--- config.mk ---
export PLATFORM = sky130hd
export DESIGN_NAME = pong_physics_engine_flat
export DESIGN_NICKNAME = d
export VERILOG_FILES = /design/src/rtl/pong_pkg.sv /design/src/rtl/pong_if.sv /design/src/rtl/pong_lfsr8.sv /design/src/rtl/pong_physics_engine.sv /design/src/flat_wrapper.sv
export SDC_FILE = /design/constraint.sdc
export NUM_CORES = 1
export LEC_CHECK = 0
export ABC_AREA = 1
export CORE_AREA = 10 10 160 147
export DETAILED_ROUTE_END_ITERATION = 10
export DIE_AREA = 0 0 170 157
export DONT_BUFFER_PORTS = 1
export PLACE_DENSITY = 0.44
export SETUP_SLACK_MARGIN = 0.2
export SLEW_MARGIN = 20
export SYNTH_ARGS = -nofsm -noshare
export SYNTH_HDL_FRONTEND = slang
export SYNTH_SLANG_ARGS = --single-unit
--- constraint.sdc ---
create_clock -name clk -period 6.6 [get_ports clk]
set_input_delay 0.99 -clock clk [delete_from_list [all_inputs] [get_ports clk]]
set_output_delay 0.99 -clock clk [all_outputs]
set_load 0.02 [all_outputs]
--- src/rtl/pong_pkg.sv ---
// Shared state encoding and default screen geometry for the pong engine and renderer.
package pong_pkg;

  typedef enum logic [1:0] {
    StIdle      = 2'd0,
    StServeWait = 2'd1,
    StPlay      = 2'd2,
    StScored    = 2'd3
  } pong_state_e;

  localparam int unsigned DefHRes         = 640;
  localparam int unsigned DefVRes         = 480;
  localparam int unsigned DefTWallB       = 71;
  localparam int unsigned DefBWallT       = 472;
  localparam int unsigned DefLPadX        = 36;
  localparam int unsigned DefRPadX        = 600;
  localparam int unsigned DefPadW         = 4;
  localparam int unsigned DefPadH         = 72;
  localparam int unsigned DefPadVel       = 3;
  localparam int unsigned DefBallSize     = 8;
  localparam int unsigned DefVelMin       = 1;
  localparam int unsigned DefVelMax       = 4;
  localparam int unsigned DefHitsPerLevel = 4;
  localparam int unsigned DefServeFrames  = 60;

endpackage

--- src/rtl/pong_if.sv ---
// Control inputs and position/event outputs between frame timing, engine and renderer.
interface pong_if;

  logic       frame_tick;
  logic [3:0] btn;
  logic       serve;
  logic       pause;
  logic [9:0] ball_x;
  logic [9:0] ball_y;
  logic [9:0] l_pad_y;
  logic [9:0] r_pad_y;
  logic [1:0] hit;
  logic [1:0] miss;
  logic [2:0] speed;
  logic [1:0] state;

  modport master (
    output frame_tick, btn, serve, pause,
    input  ball_x, ball_y, l_pad_y, r_pad_y, hit, miss, speed, state
  );

  modport slave (
    input  frame_tick, btn, serve, pause,
    output ball_x, ball_y, l_pad_y, r_pad_y, hit, miss, speed, state
  );

endinterface

--- src/rtl/pong_lfsr8.sv ---
// Free-running 8-bit Fibonacci LFSR, taps 8,6,5,4; maximal length so it never reaches zero.
module pong_lfsr8 (
  input  logic       clk,
  input  logic       reset,
  output logic [7:0] q
);

  logic [7:0] q_q;

  always_ff @(posedge clk or posedge reset) begin
    if (reset) q_q <= 8'h5A;
    else       q_q <= {q_q[6:0], q_q[7] ^ q_q[5] ^ q_q[4] ^ q_q[3]};
  end

  assign q = q_q;

endmodule

--- src/rtl/pong_physics_engine.sv ---
// Ball/paddle state, serve countdown and collision resolution, advanced once per frame tick.
module pong_physics_engine
  import pong_pkg::*;
#(
  parameter int unsigned H_RES          = DefHRes,
  parameter int unsigned V_RES          = DefVRes,
  parameter int unsigned T_WALL_B       = DefTWallB,
  parameter int unsigned B_WALL_T       = DefBWallT,
  parameter int unsigned L_PAD_X        = DefLPadX,
  parameter int unsigned R_PAD_X        = DefRPadX,
  parameter int unsigned PAD_W          = DefPadW,
  parameter int unsigned PAD_H          = DefPadH,
  parameter int unsigned PAD_VEL        = DefPadVel,
  parameter int unsigned BALL_SIZE      = DefBallSize,
  parameter int unsigned VEL_MIN        = DefVelMin,
  parameter int unsigned VEL_MAX        = DefVelMax,
  parameter int unsigned HITS_PER_LEVEL = DefHitsPerLevel,
  parameter int unsigned SERVE_FRAMES   = DefServeFrames
) (
  input  logic   clk,
  input  logic   reset,
  pong_if.slave  bus
);

  localparam int unsigned CntW = $clog2(SERVE_FRAMES + 1);
  localparam int unsigned HitW = $clog2(HITS_PER_LEVEL + 1);

  localparam logic [9:0]  BallX0 = 10'((H_RES - BALL_SIZE) / 2);
  localparam logic [9:0]  BallY0 = 10'((V_RES - BALL_SIZE) / 2);
  localparam logic [9:0]  PadY0  = 10'((V_RES - PAD_H) / 2);
  localparam logic [10:0] WallT  = 11'(T_WALL_B);
  localparam logic [10:0] WallB  = 11'(B_WALL_T);
  localparam logic [10:0] Bs1    = 11'(BALL_SIZE - 1);
  localparam logic [10:0] PadH1  = 11'(PAD_H - 1);
  localparam logic [10:0] LPadL  = 11'(L_PAD_X);
  localparam logic [10:0] LPadR  = 11'(L_PAD_X + PAD_W - 1);
  localparam logic [10:0] RPadL  = 11'(R_PAD_X);
  localparam logic [10:0] RPadR  = 11'(R_PAD_X + PAD_W - 1);
  localparam logic [10:0] MaxX   = 11'(H_RES - BALL_SIZE);

  pong_state_e     state_q, state_d;
  logic [9:0]      ball_x_q, ball_x_d, ball_y_q, ball_y_d;
  logic [9:0]      l_pad_q, l_pad_d, r_pad_q, r_pad_d;
  logic            dir_x_q, dir_x_d, dir_y_q, dir_y_d;
  logic [2:0]      speed_q, speed_d;
  logic [HitW-1:0] hits_q, hits_d;
  logic [CntW-1:0] cnt_q, cnt_d;
  logic [1:0]      hit_q, hit_d, miss_q, miss_d;

  logic [7:0]  lfsr;
  logic        unused_lfsr;
  logic        tick, under;
  logic [10:0] nx, ny, spd;

  pong_lfsr8 u_lfsr (
    .clk   (clk),
    .reset (reset),
    .q     (lfsr)
  );

  assign unused_lfsr = ^lfsr[7:2];

  // Down wins when both buttons are held; a blocked step is simply not taken.
  function automatic logic [9:0] pad_step(input logic [9:0] y, input logic dn, input logic up);
    logic [10:0] yw;
    yw       = {1'b0, y};
    pad_step = y;
    if (dn) begin
      if (yw + 11'(PAD_H - 1 + PAD_VEL) < WallB) pad_step = y + 10'(PAD_VEL);
    end else if (up) begin
      if (yw > 11'(T_WALL_B + PAD_VEL)) pad_step = y - 10'(PAD_VEL);
    end
  endfunction

  function automatic logic overlap(input logic [10:0] a_lo, input logic [10:0] a_hi,
                                   input logic [10:0] b_lo, input logic [10:0] b_hi);
    overlap = (a_lo <= b_hi) && (a_hi >= b_lo);
  endfunction

  always_comb begin
    state_d  = state_q;
    ball_x_d = ball_x_q;
    ball_y_d = ball_y_q;
    l_pad_d  = l_pad_q;
    r_pad_d  = r_pad_q;
    dir_x_d  = dir_x_q;
    dir_y_d  = dir_y_q;
    speed_d  = speed_q;
    hits_d   = hits_q;
    cnt_d    = cnt_q;
    hit_d    = 2'b00;
    miss_d   = 2'b00;
    tick     = bus.frame_tick & ~bus.pause;
    spd      = 11'(speed_q);
    under    = ~dir_x_q && ({1'b0, ball_x_q} < spd);
    nx       = dir_x_q ? {1'b0, ball_x_q} + spd : (under ? 11'd0 : {1'b0, ball_x_q} - spd);
    ny       = dir_y_q ? {1'b0, ball_y_q} + spd : {1'b0, ball_y_q} - spd;

    if (tick) begin
      l_pad_d = pad_step(l_pad_q, bus.btn[3], bus.btn[2]);
      r_pad_d = pad_step(r_pad_q, bus.btn[1], bus.btn[0]);
    end

    case (state_q)
      StIdle, StScored: begin
        if (bus.serve) begin
          state_d = StServeWait;
          dir_x_d = lfsr[0];
          dir_y_d = lfsr[1];
          cnt_d   = CntW'(SERVE_FRAMES);
        end
      end
      StServeWait: begin
        if (tick) begin
          if (cnt_q <= CntW'(1)) begin
            cnt_d   = '0;
            state_d = StPlay;
          end else begin
            cnt_d = cnt_q - CntW'(1);
          end
        end
      end
      StPlay: begin
        if (miss_q != 2'b00) begin
          state_d  = StScored;
          ball_x_d = BallX0;
          ball_y_d = BallY0;
          speed_d  = 3'(VEL_MIN);
          hits_d   = '0;
        end else if (tick) begin
          if (ny <= WallT) begin
            dir_y_d = 1'b1;
            ny      = WallT + 11'd1;
          end else if (ny + Bs1 >= WallB) begin
            dir_y_d = 1'b0;
            ny      = WallB - 11'(BALL_SIZE);
          end
          // Paddle tests use this frame's paddle positions and the wall-clamped ball row.
          if (!dir_x_q && overlap(nx, nx + Bs1, LPadL, LPadR) &&
              overlap(ny, ny + Bs1, {1'b0, l_pad_d}, {1'b0, l_pad_d} + PadH1)) begin
            dir_x_d = 1'b1;
            nx      = LPadR + 11'd1;
            hit_d   = 2'b01;
          end else if (dir_x_q && overlap(nx, nx + Bs1, RPadL, RPadR) &&
                       overlap(ny, ny + Bs1, {1'b0, r_pad_d}, {1'b0, r_pad_d} + PadH1)) begin
            dir_x_d = 1'b0;
            nx      = RPadL - 11'(BALL_SIZE);
            hit_d   = 2'b10;
          end else if (dir_x_q && nx > MaxX) begin
            miss_d = 2'b01;
          end else if (under) begin
            miss_d = 2'b10;
          end
          ball_x_d = nx[9:0];
          ball_y_d = ny[9:0];
          if (hit_d != 2'b00) begin
            if (hits_q == HitW'(HITS_PER_LEVEL - 1)) begin
              hits_d = '0;
              if (speed_q < 3'(VEL_MAX)) speed_d = speed_q + 3'd1;
            end else begin
              hits_d = hits_q + HitW'(1);
            end
          end
        end
      end
      default: state_d = StIdle;
    endcase
  end

  always_ff @(posedge clk or posedge reset) begin
    if (reset) begin
      state_q  <= StIdle;
      ball_x_q <= BallX0;
      ball_y_q <= BallY0;
      l_pad_q  <= PadY0;
      r_pad_q  <= PadY0;
      dir_x_q  <= 1'b0;
      dir_y_q  <= 1'b0;
      speed_q  <= 3'(VEL_MIN);
      hits_q   <= '0;
      cnt_q    <= '0;
      hit_q    <= 2'b00;
      miss_q   <= 2'b00;
    end else begin
      state_q  <= state_d;
      ball_x_q <= ball_x_d;
      ball_y_q <= ball_y_d;
      l_pad_q  <= l_pad_d;
      r_pad_q  <= r_pad_d;
      dir_x_q  <= dir_x_d;
      dir_y_q  <= dir_y_d;
      speed_q  <= speed_d;
      hits_q   <= hits_d;
      cnt_q    <= cnt_d;
      hit_q    <= hit_d;
      miss_q   <= miss_d;
    end
  end

  assign bus.ball_x  = ball_x_q;
  assign bus.ball_y  = ball_y_q;
  assign bus.l_pad_y = l_pad_q;
  assign bus.r_pad_y = r_pad_q;
  assign bus.hit     = hit_q;
  assign bus.miss    = miss_q;
  assign bus.speed   = speed_q;
  assign bus.state   = state_q;

endmodule

--- src/flat_wrapper.sv ---
// flat-port wrapper written by rule: the top's interface ports become plain ports
module pong_physics_engine_flat import pong_pkg::*;
#(
  parameter int unsigned H_RES          = DefHRes,
  parameter int unsigned V_RES          = DefVRes,
  parameter int unsigned T_WALL_B       = DefTWallB,
  parameter int unsigned B_WALL_T       = DefBWallT,
  parameter int unsigned L_PAD_X        = DefLPadX,
  parameter int unsigned R_PAD_X        = DefRPadX,
  parameter int unsigned PAD_W          = DefPadW,
  parameter int unsigned PAD_H          = DefPadH,
  parameter int unsigned PAD_VEL        = DefPadVel,
  parameter int unsigned BALL_SIZE      = DefBallSize,
  parameter int unsigned VEL_MIN        = DefVelMin,
  parameter int unsigned VEL_MAX        = DefVelMax,
  parameter int unsigned HITS_PER_LEVEL = DefHitsPerLevel,
  parameter int unsigned SERVE_FRAMES   = DefServeFrames
)
  (clk, reset, bus_frame_tick, bus_btn, bus_serve, bus_pause, bus_ball_x, bus_ball_y, bus_l_pad_y, bus_r_pad_y, bus_hit, bus_miss, bus_speed, bus_state);
  pong_if bus_i ();
  input  logic clk;
  input  logic reset;
  input wire logic [$bits(bus_i.frame_tick)-1:0] bus_frame_tick;
  input wire logic [$bits(bus_i.btn)-1:0] bus_btn;
  input wire logic [$bits(bus_i.serve)-1:0] bus_serve;
  input wire logic [$bits(bus_i.pause)-1:0] bus_pause;
  output wire logic [$bits(bus_i.ball_x)-1:0] bus_ball_x;
  output wire logic [$bits(bus_i.ball_y)-1:0] bus_ball_y;
  output wire logic [$bits(bus_i.l_pad_y)-1:0] bus_l_pad_y;
  output wire logic [$bits(bus_i.r_pad_y)-1:0] bus_r_pad_y;
  output wire logic [$bits(bus_i.hit)-1:0] bus_hit;
  output wire logic [$bits(bus_i.miss)-1:0] bus_miss;
  output wire logic [$bits(bus_i.speed)-1:0] bus_speed;
  output wire logic [$bits(bus_i.state)-1:0] bus_state;
  assign bus_i.frame_tick = bus_frame_tick;
  assign bus_i.btn = bus_btn;
  assign bus_i.serve = bus_serve;
  assign bus_i.pause = bus_pause;
  assign bus_ball_x = bus_i.ball_x;
  assign bus_ball_y = bus_i.ball_y;
  assign bus_l_pad_y = bus_i.l_pad_y;
  assign bus_r_pad_y = bus_i.r_pad_y;
  assign bus_hit = bus_i.hit;
  assign bus_miss = bus_i.miss;
  assign bus_speed = bus_i.speed;
  assign bus_state = bus_i.state;
  pong_physics_engine #(.H_RES(H_RES), .V_RES(V_RES), .T_WALL_B(T_WALL_B), .B_WALL_T(B_WALL_T), .L_PAD_X(L_PAD_X), .R_PAD_X(R_PAD_X), .PAD_W(PAD_W), .PAD_H(PAD_H), .PAD_VEL(PAD_VEL), .BALL_SIZE(BALL_SIZE), .VEL_MIN(VEL_MIN), .VEL_MAX(VEL_MAX), .HITS_PER_LEVEL(HITS_PER_LEVEL), .SERVE_FRAMES(SERVE_FRAMES)) u_core (.clk(clk), .reset(reset), .bus(bus_i));
endmodule
; ---- Word-level counts from Yosys, hierarchy flattened
; Index checks and enable logic that the tools add are counted.
[word_totals]
register_bits = 68
word_cells = 164
[classes]
add_sub_neg = 18
n_lt_le_gt_ge = 18
n_eq_ne = 12
mux = 69
bitwise_logic = 6
n_reduce_logical = 28
[ops]
columns = cell, n
row1 = $mux 10, 16
row2 = $mux 11, 8
row3 = $add 10x7->11 const B, 4
row4 = $mux 2, 19
row5 = $add 11x3->11 const B, 3
row6 = $mux 3, 9
row7 = $add 10x3->11, 2
row8 = $ge 11x10->1, 2
row9 = $le 11x11->1, 2
row10 = $lt 11x9->1 const B, 2
row11 = $sub 10x3->11, 2
row12 = $add 10x2->10 const B, 2
row13 = $gt 10x7->1 const B, 2
row14 = $sub 10x2->10 const B, 2
row15 = $mux 6, 3
row16 = $reduce_bool 2->1, 8
row17 = $reduce_and 5->1, 3
row18 = $pmux 6 s2, 1
row19 = $ge 11x10->1 const B, 1
row20 = $ge 11x6->1 const B, 1
row21 = $ge 11x9->1 const B, 1
row22 = $gt 11x10->1 const B, 1
row23 = $le 11x10->1 const B, 1
row24 = $le 11x6->1 const B, 1
row25 = 25 further kinds, 55

; ---- Logic depth before layout (Yosys ltp)
[depth]
depth_word = 22
mapped_depth = 45

; ---- Modules after synthesis
; From an unflattened synthesis, not the netlist that was laid out.
[hier_totals]
hier_cells = 1071
hier_area_um2 = 7278.2
[by_module_without_submodules]
columns = mod, instances, cells_each, area_per_inst_um2, seq_area_each_um2
row1 = pong_physics_engine, 1, 1047, 7005.5, 1525.2
row2 = pong_lfsr8, 1, 24, 272.8, 205.2

; ---- Worst setup path after synthesis
; OpenSTA, ideal clock, no wires.
[synth_path]
path_type = reg-to-reg
start = register u_core.speed_q[0], in the netlist u_core.bus.speed[0]
end = register u_core.speed_q[1], in the netlist u_core.bus.speed[1]
setup_time_ps = 66
arrival_ps = 5351
required_ps = 6534
slack_ps = 1183
stages_incl_launch_ff = 44
n_path_buf = 0
cell_sequence = dfstp_2 > inv_1 > ha_1 > inv_1 > o21ai_0 > inv_1 > fa_1 > inv_1 > nand3_1 > nand2_1 > nand2_1 > nand2_2 > nand3_2 > nor2_4 > nand2_2 > nor2_4 > nand2_2 > nand2_2 > [... 8 more ...] > inv_2 > nand2_2 > xor2_1 > inv_1 > ha_1 > nand2_1 > nor2_1 > a211oi_1 > o21ai_0 > a211oi_1 > o21bai_1 > a21oi_1 > nand2_2 > nand2_4 > nand3_4 > nand3_1 > nand2_1 > nand2_1
[synth_between]
elab_chain_cells = 21
elab_cells_between_ends = 51
cone_classes = 8 x add/sub / 12 x order compare / 18 x mux / 13 x reduce/logical
[synth_rtl]
columns = item, line_no
row1 = from (decl), pong_physics_engine.sv:45  ; logic [2:0] speed_q, speed_d;
row2 = from (signal assigned), pong_physics_engine.sv:179  ; speed_q <= 3'(VEL_MIN);
row3 = from (signal assigned), pong_physics_engine.sv:192  ; speed_q <= speed_d;
row4 = $sub 10x3->11 or $add 10x3->11 (tied branches), pong_physics_engine.sv:97  ; ny = dir_y_q ? {1'b0, ball_y_q} + spd : {1'b0, ball_y_q} - spd;
row5 = $mux 11, pong_physics_engine.sv:97
row6 = $add 11x3->11, pong_physics_engine.sv:134  ; end else if (ny + Bs1 >= WallB) begin
row7 = $ge 11x9->1, pong_physics_engine.sv:134
row8 = $mux 11, pong_physics_engine.sv:134
row9 = $mux 11, pong_physics_engine.sv:131  ; if (ny <= WallT) begin
row10 = $mux 11, pong_physics_engine.sv:130  ; end else if (tick) begin
row11 = $mux 11, pong_physics_engine.sv:124  ; if (miss_q != 2'b00) begin
row12 = [... 5 more ...], -
row13 = $mux 2, pong_physics_engine.sv:144  ; end else if (dir_x_q && overlap(nx, nx + Bs1, RPadL, RPadR) &&
row14 = $mux 2, pong_physics_engine.sv:139  ; if (!dir_x_q && overlap(nx, nx + Bs1, LPadL, LPadR) &&
row15 = $mux 2, pong_physics_engine.sv:130
row16 = $mux 2, pong_physics_engine.sv:124
row17 = $mux 2, pong_physics_engine.sv:104  ; case (state_q)
row18 = $reduce_bool 2->1, pong_physics_engine.sv:156  ; if (hit_d != 2'b00) begin
row19 = $reduce_bool 2->1 (no source line), -
row20 = $reduce_and 5->1 (no source line), -
; Parallel ways exist; a longest one is shown, timed or not. The select of a mux whose other input is x is not followed.
; A chain may end at the register's enable or synchronous reset.

; ---- Worst setup path after layout
[layout_path]
start = register u_core.speed_q[0], in the netlist u_core.bus.speed[0]
end = register u_core.hits_q[1]
[layout_between]
elab_chain_cells = 21
elab_cells_between_ends = 43
cone_classes = 7 x add/sub / 11 x order compare / 13 x mux / 12 x reduce/logical
[layout_rtl]
columns = item, line_no
row1 = $sub 10x3->11 or $add 10x3->11 (tied branches), pong_physics_engine.sv:97
row2 = $mux 11, pong_physics_engine.sv:97
row3 = $add 11x3->11, pong_physics_engine.sv:134
row4 = $ge 11x9->1, pong_physics_engine.sv:134
row5 = $mux 11, pong_physics_engine.sv:134
row6 = $mux 11, pong_physics_engine.sv:131
row7 = $mux 11, pong_physics_engine.sv:130
row8 = $mux 11, pong_physics_engine.sv:124
row9 = [... 5 more ...], -
row10 = $mux 2, pong_physics_engine.sv:144
row11 = $mux 2 (*), pong_physics_engine.sv:139
row12 = $mux 2 (*), pong_physics_engine.sv:130
row13 = $mux 2 (*), pong_physics_engine.sv:124
row14 = $mux 2 (*), pong_physics_engine.sv:104
row15 = $reduce_bool 2->1 (*), pong_physics_engine.sv:156
row16 = $reduce_bool 2->1 (no source line) (*), -
row17 = $reduce_and 3->1 (no source line) (*), -
row18 = to (signal assigned), pong_physics_engine.sv:193  ; hits_q <= hits_d;
row19 = to (decl), pong_physics_engine.sv:46  ; logic [HitW-1:0] hits_q, hits_d;
; Every way passes the cells marked *; elsewhere a longest branch is shown, timed or not. The select of a mux whose other input is x is not followed.

==> flow_summary.yaml <==
global_route:
  gr-total-overflow: 0
  grt_pass1_wl_mm: 34.5
  grt_pass1_vias: 6120
  track_usage_pct: 16.3
  antenna_found_initial: 0
  grt_start_max_net_pins: 69
worst_setup_path:
  r2r-end: "u_core.hits_q[1]$_DFFE_PP0P_"
  r2r_slack_ns: 0.70
  crit_fanout: 8
  cpMaxStageDelayCell: "dfstp_2"
  critPathKind: "flip-flop to flip-flop"
  r2r_cells: 40
  crit_path_end_kind: "flip-flop"
  path_delay_family: "simple AND/OR/NAND/NOR gates"
  critPathArrivalTime_ns: 6.17
  worstPathRequired_ns: 6.87
  r2r-start: "u_core.bus.speed[0]$_DFFE_PP1P_"
  path_depth: 40
  cp_common_cell: "nand2_2"
  cp-start-kind: "flip-flop"
  path_buf_inv: 6
  critPathMaxStageDelay_ns: 0.53
finish:
  final_nets: 1126
  diodes: 0
  drive_above_1_share_pct: 10.5
  syn2layout_area_growth_pct: 11.5
synthesis:
  avgSynthCellArea_um2: 6.79
  seq_area_frac_synth_pct: 25.0
  yosysWarningCount: 0
  synth_largest_area_cell: "dfrtp_1"
  synth_area_mm2: 0.00691
  synth_ff_type: "dfrtp_1"
  synth.distinct_cells: 52
  ys_seq_elements: 68
  synth_top_area_share_pct: 16.3
  synth_edf_count: 0
  synthTopCellsByArea: "dfrtp_1 16%, ha_1 14%, nand2_1 14%"
  synth-async-reset-ratio_pct: 100
  post_synth_inst_count: 1017
drt:
  drc: 0
  antenna_left: 0
  vias: 6538
  wire_per_inst_um: 16.4
  first_pass_iters: 5
  drt_wl_total_mm: 21.4
  drtIter0Drc: 365
  viasPerCell: 5.03
place:
  place_ws_ns: 0.418
  io_buffers: 0
  dp.final_hpwl_mm: 17.2
  gp_congestion: 0.892
min_path:
  hold_path_depth: 0
  hold_end: "u_core.u_lfsr.q[3]$_DFF_PP1_"
  min_from: "u_core.u_lfsr.q[2]$_DFF_PP0_"
  hold_path_class: "flip-flop to flip-flop"
clock_network:
  root_buffer: "clkbuf_16"
  numCtsBuffers: 9
  cts_max_path_buffers: 2
  path_clk_slew_ns: 0.07
  cts_hold_buf: 0
  cts-htree-levels: 3
  cts_tree: "yes"
  insertion_delay_ns: 0.35
  clkSinkCount: 68
power:
  vdd_ir_drop_max_v: 0.000140
  power.clock.fraction_pct: 15.7
  power_density_mw_per_mm2: 471
  pwr-share-comb_pct: 59.6
  p_int_w: 0.00169
  p_leak_nw: 4.02
  seqPwrFrac_pct: 24.8
  switching_share_pct: 53.4
  power_switching_w: 0.00194
job:
  maxCapViolCount: 0
die:
  start_util_pct: 34.0
  dieArea_mm2: 0.0267
  core-area_mm2: 0.0203
  die_width_um: 170
  die_h_um: 157
  rows: 50
  ios: 58
outcome:
  status: "complete, no violations"
timing:
  period_share_pct: 89.4
  maxSlewHeadroom_pct: 38.5
  rsz0062_at_grt: "false"
  fin_skew_ns: 0.0122
  setup_tns_ns: 0
  clock.fmax_mhz: 170
  final_hold_viol_count: 0
  final_max_slew_viol_count: 0
  fin_ws_ns: 0.701
  setup_viol: 0
  layout_min_cycle_time_ns: 5.90
  worst_slew_pin_slew_ns: 0.923
[cell families (layout without fill, tap and decap cells)]
family	after synthesis	after routing	share of synthesized area, %
and+or+nand+nor	489	489	31.3
buffers and inverters	172	195	9.38
AOI/OAI and AO/OA	160	160	13.4
adders and majority gates	81	81	15.0
DFF	68	68	25.0
xor gates and xnor gates	45	45	5.70
other	1	2	0.0543
muxes	1	1	0.163
[metal layers]
layer  vias up  GRT usage (%)  routed length [um]
li1       3374              -                   -
met1      3031           24.5               11400
met2       122           23.1                8670
met3        11           4.16                1170
met4         0           2.55                 172
met5         -              0                   0
[repair_timing]
| action | 4_1_cts | 5_1_grt |
|---|---|---|
| resized for setup | 0 | 10 |
| endpoints found under the hold margin | 0 | 0 |
| setup buffers | 0 | 4 |
| endpoints found under the setup margin | 0 | 19 |
[per-stage QoR]
step	total power (W)	cell area [um^2]	util [%]	hold slack, ns	std cells
6_report	0.00363	7710	37.9	0.360	1301
3_5_place_dp	0.00305	7300	35.9	0.348	1281
5_1_grt	0.00404	7710	37.9	0.373	1301
3_3_place_gp	0.00308	7300	35.9	0.336	1281
2_1_floorplan	0.00245	6910	-	0.333	1018
4_1_cts	0.00364	7640	37.6	0.354	1297
[registers in the layout, summed over array words and instances (netlist names)]
register,flops
u_core.bus.hit,2
u_core.bus.l_pad_y,10
u_core.bus.speed,3
u_core.hits_q,3
u_core.bus.miss,2
u_core.bus.ball_x,10
u_core.dir_x_q,1
u_core.bus.state,2
u_core.u_lfsr.q,8
u_core.bus.ball_y,10
u_core.dir_y_q,1
u_core.cnt_q,6
u_core.bus.r_pad_y,10
[synth_stat cells, drive strengths merged, types with 3 or more instances]
cell type,count
o211ai,7
nand3,82
a21oi,55
a211oi,5
dfstp,23
xor2,39
o21ai,64
nor3,20
dfrtp,45
fa,3
a22oi,4
nand2,269
nor4,3
a31oi,3
o22ai,10
clkbuf,8
xnor2,6
nand4,20
ha,78
nand3b,3
inv,160
o21bai,3
nor2,87
[cell usage in the layout (no fill, tap or decap), types with 9 or more instances in the layout]
cell,instances
inv_2,10
nand4_1,20
xor2_1,39
buf_4,17
nor3_1,20
o22ai_1,10
o21ai_1,11
o21ai_0,50
dfstp_2,23
clkbuf_16,9
a21oi_1,49
nand2_2,15
inv_1,149
nor2_1,78
nand2_1,251
ha_1,77
nand3_1,78
dfrtp_1,45
[final cells by class]
type | count | area, um^2
clock buffer | 13 | 270
timing repair buffer | 17 | 128
tap | 260 | 325
inverter | 162 | 609
clock inverter | 3 | 68.8
multi-input combinational | 778 | 4570
sequential | 68 | 1730
fill | 2185 | 12600
[worst max path at each step]
| stage | startpoint | endpoint | slack, ns |
|---|---|---|---|
| after CTS | u_core.bus.speed[0]$_DFFE_PP1P_ | u_core.hits_q[1]$_DFFE_PP0P_ | 0.37 |
| final | u_core.bus.speed[0]$_DFFE_PP1P_ | u_core.hits_q[1]$_DFFE_PP0P_ | 0.70 |
| after global placement | u_core.bus.speed[0]$_DFFE_PP1P_ | u_core.hits_q[2]$_DFFE_PP0P_ | 0.55 |
| after global routing | u_core.bus.speed[0]$_DFFE_PP1P_ | u_core.hits_q[1]$_DFFE_PP0P_ | 0.21 |
| after floorplan | u_core.bus.speed[0]$_DFFE_PP1P_ | u_core.bus.speed[1]$_DFFE_PP0P_ | 1.18 |
| after detailed placement | u_core.bus.speed[0]$_DFFE_PP1P_ | u_core.hits_q[0]$_DFFE_PP0P_ | 0.42 |
[power groups by stage]
stage	registers (W)	logic, W	clock network [W]
global route	0.000928	0.00251	0.000603
floorplan	0.000816	0.00164	0
finish	0.000899	0.00216	0.000568
global placement	0.000912	0.00217	0
detailed placement	0.000908	0.00214	0
CTS	0.000902	0.00215	0.000587
(Power assumes the default switching activity.)
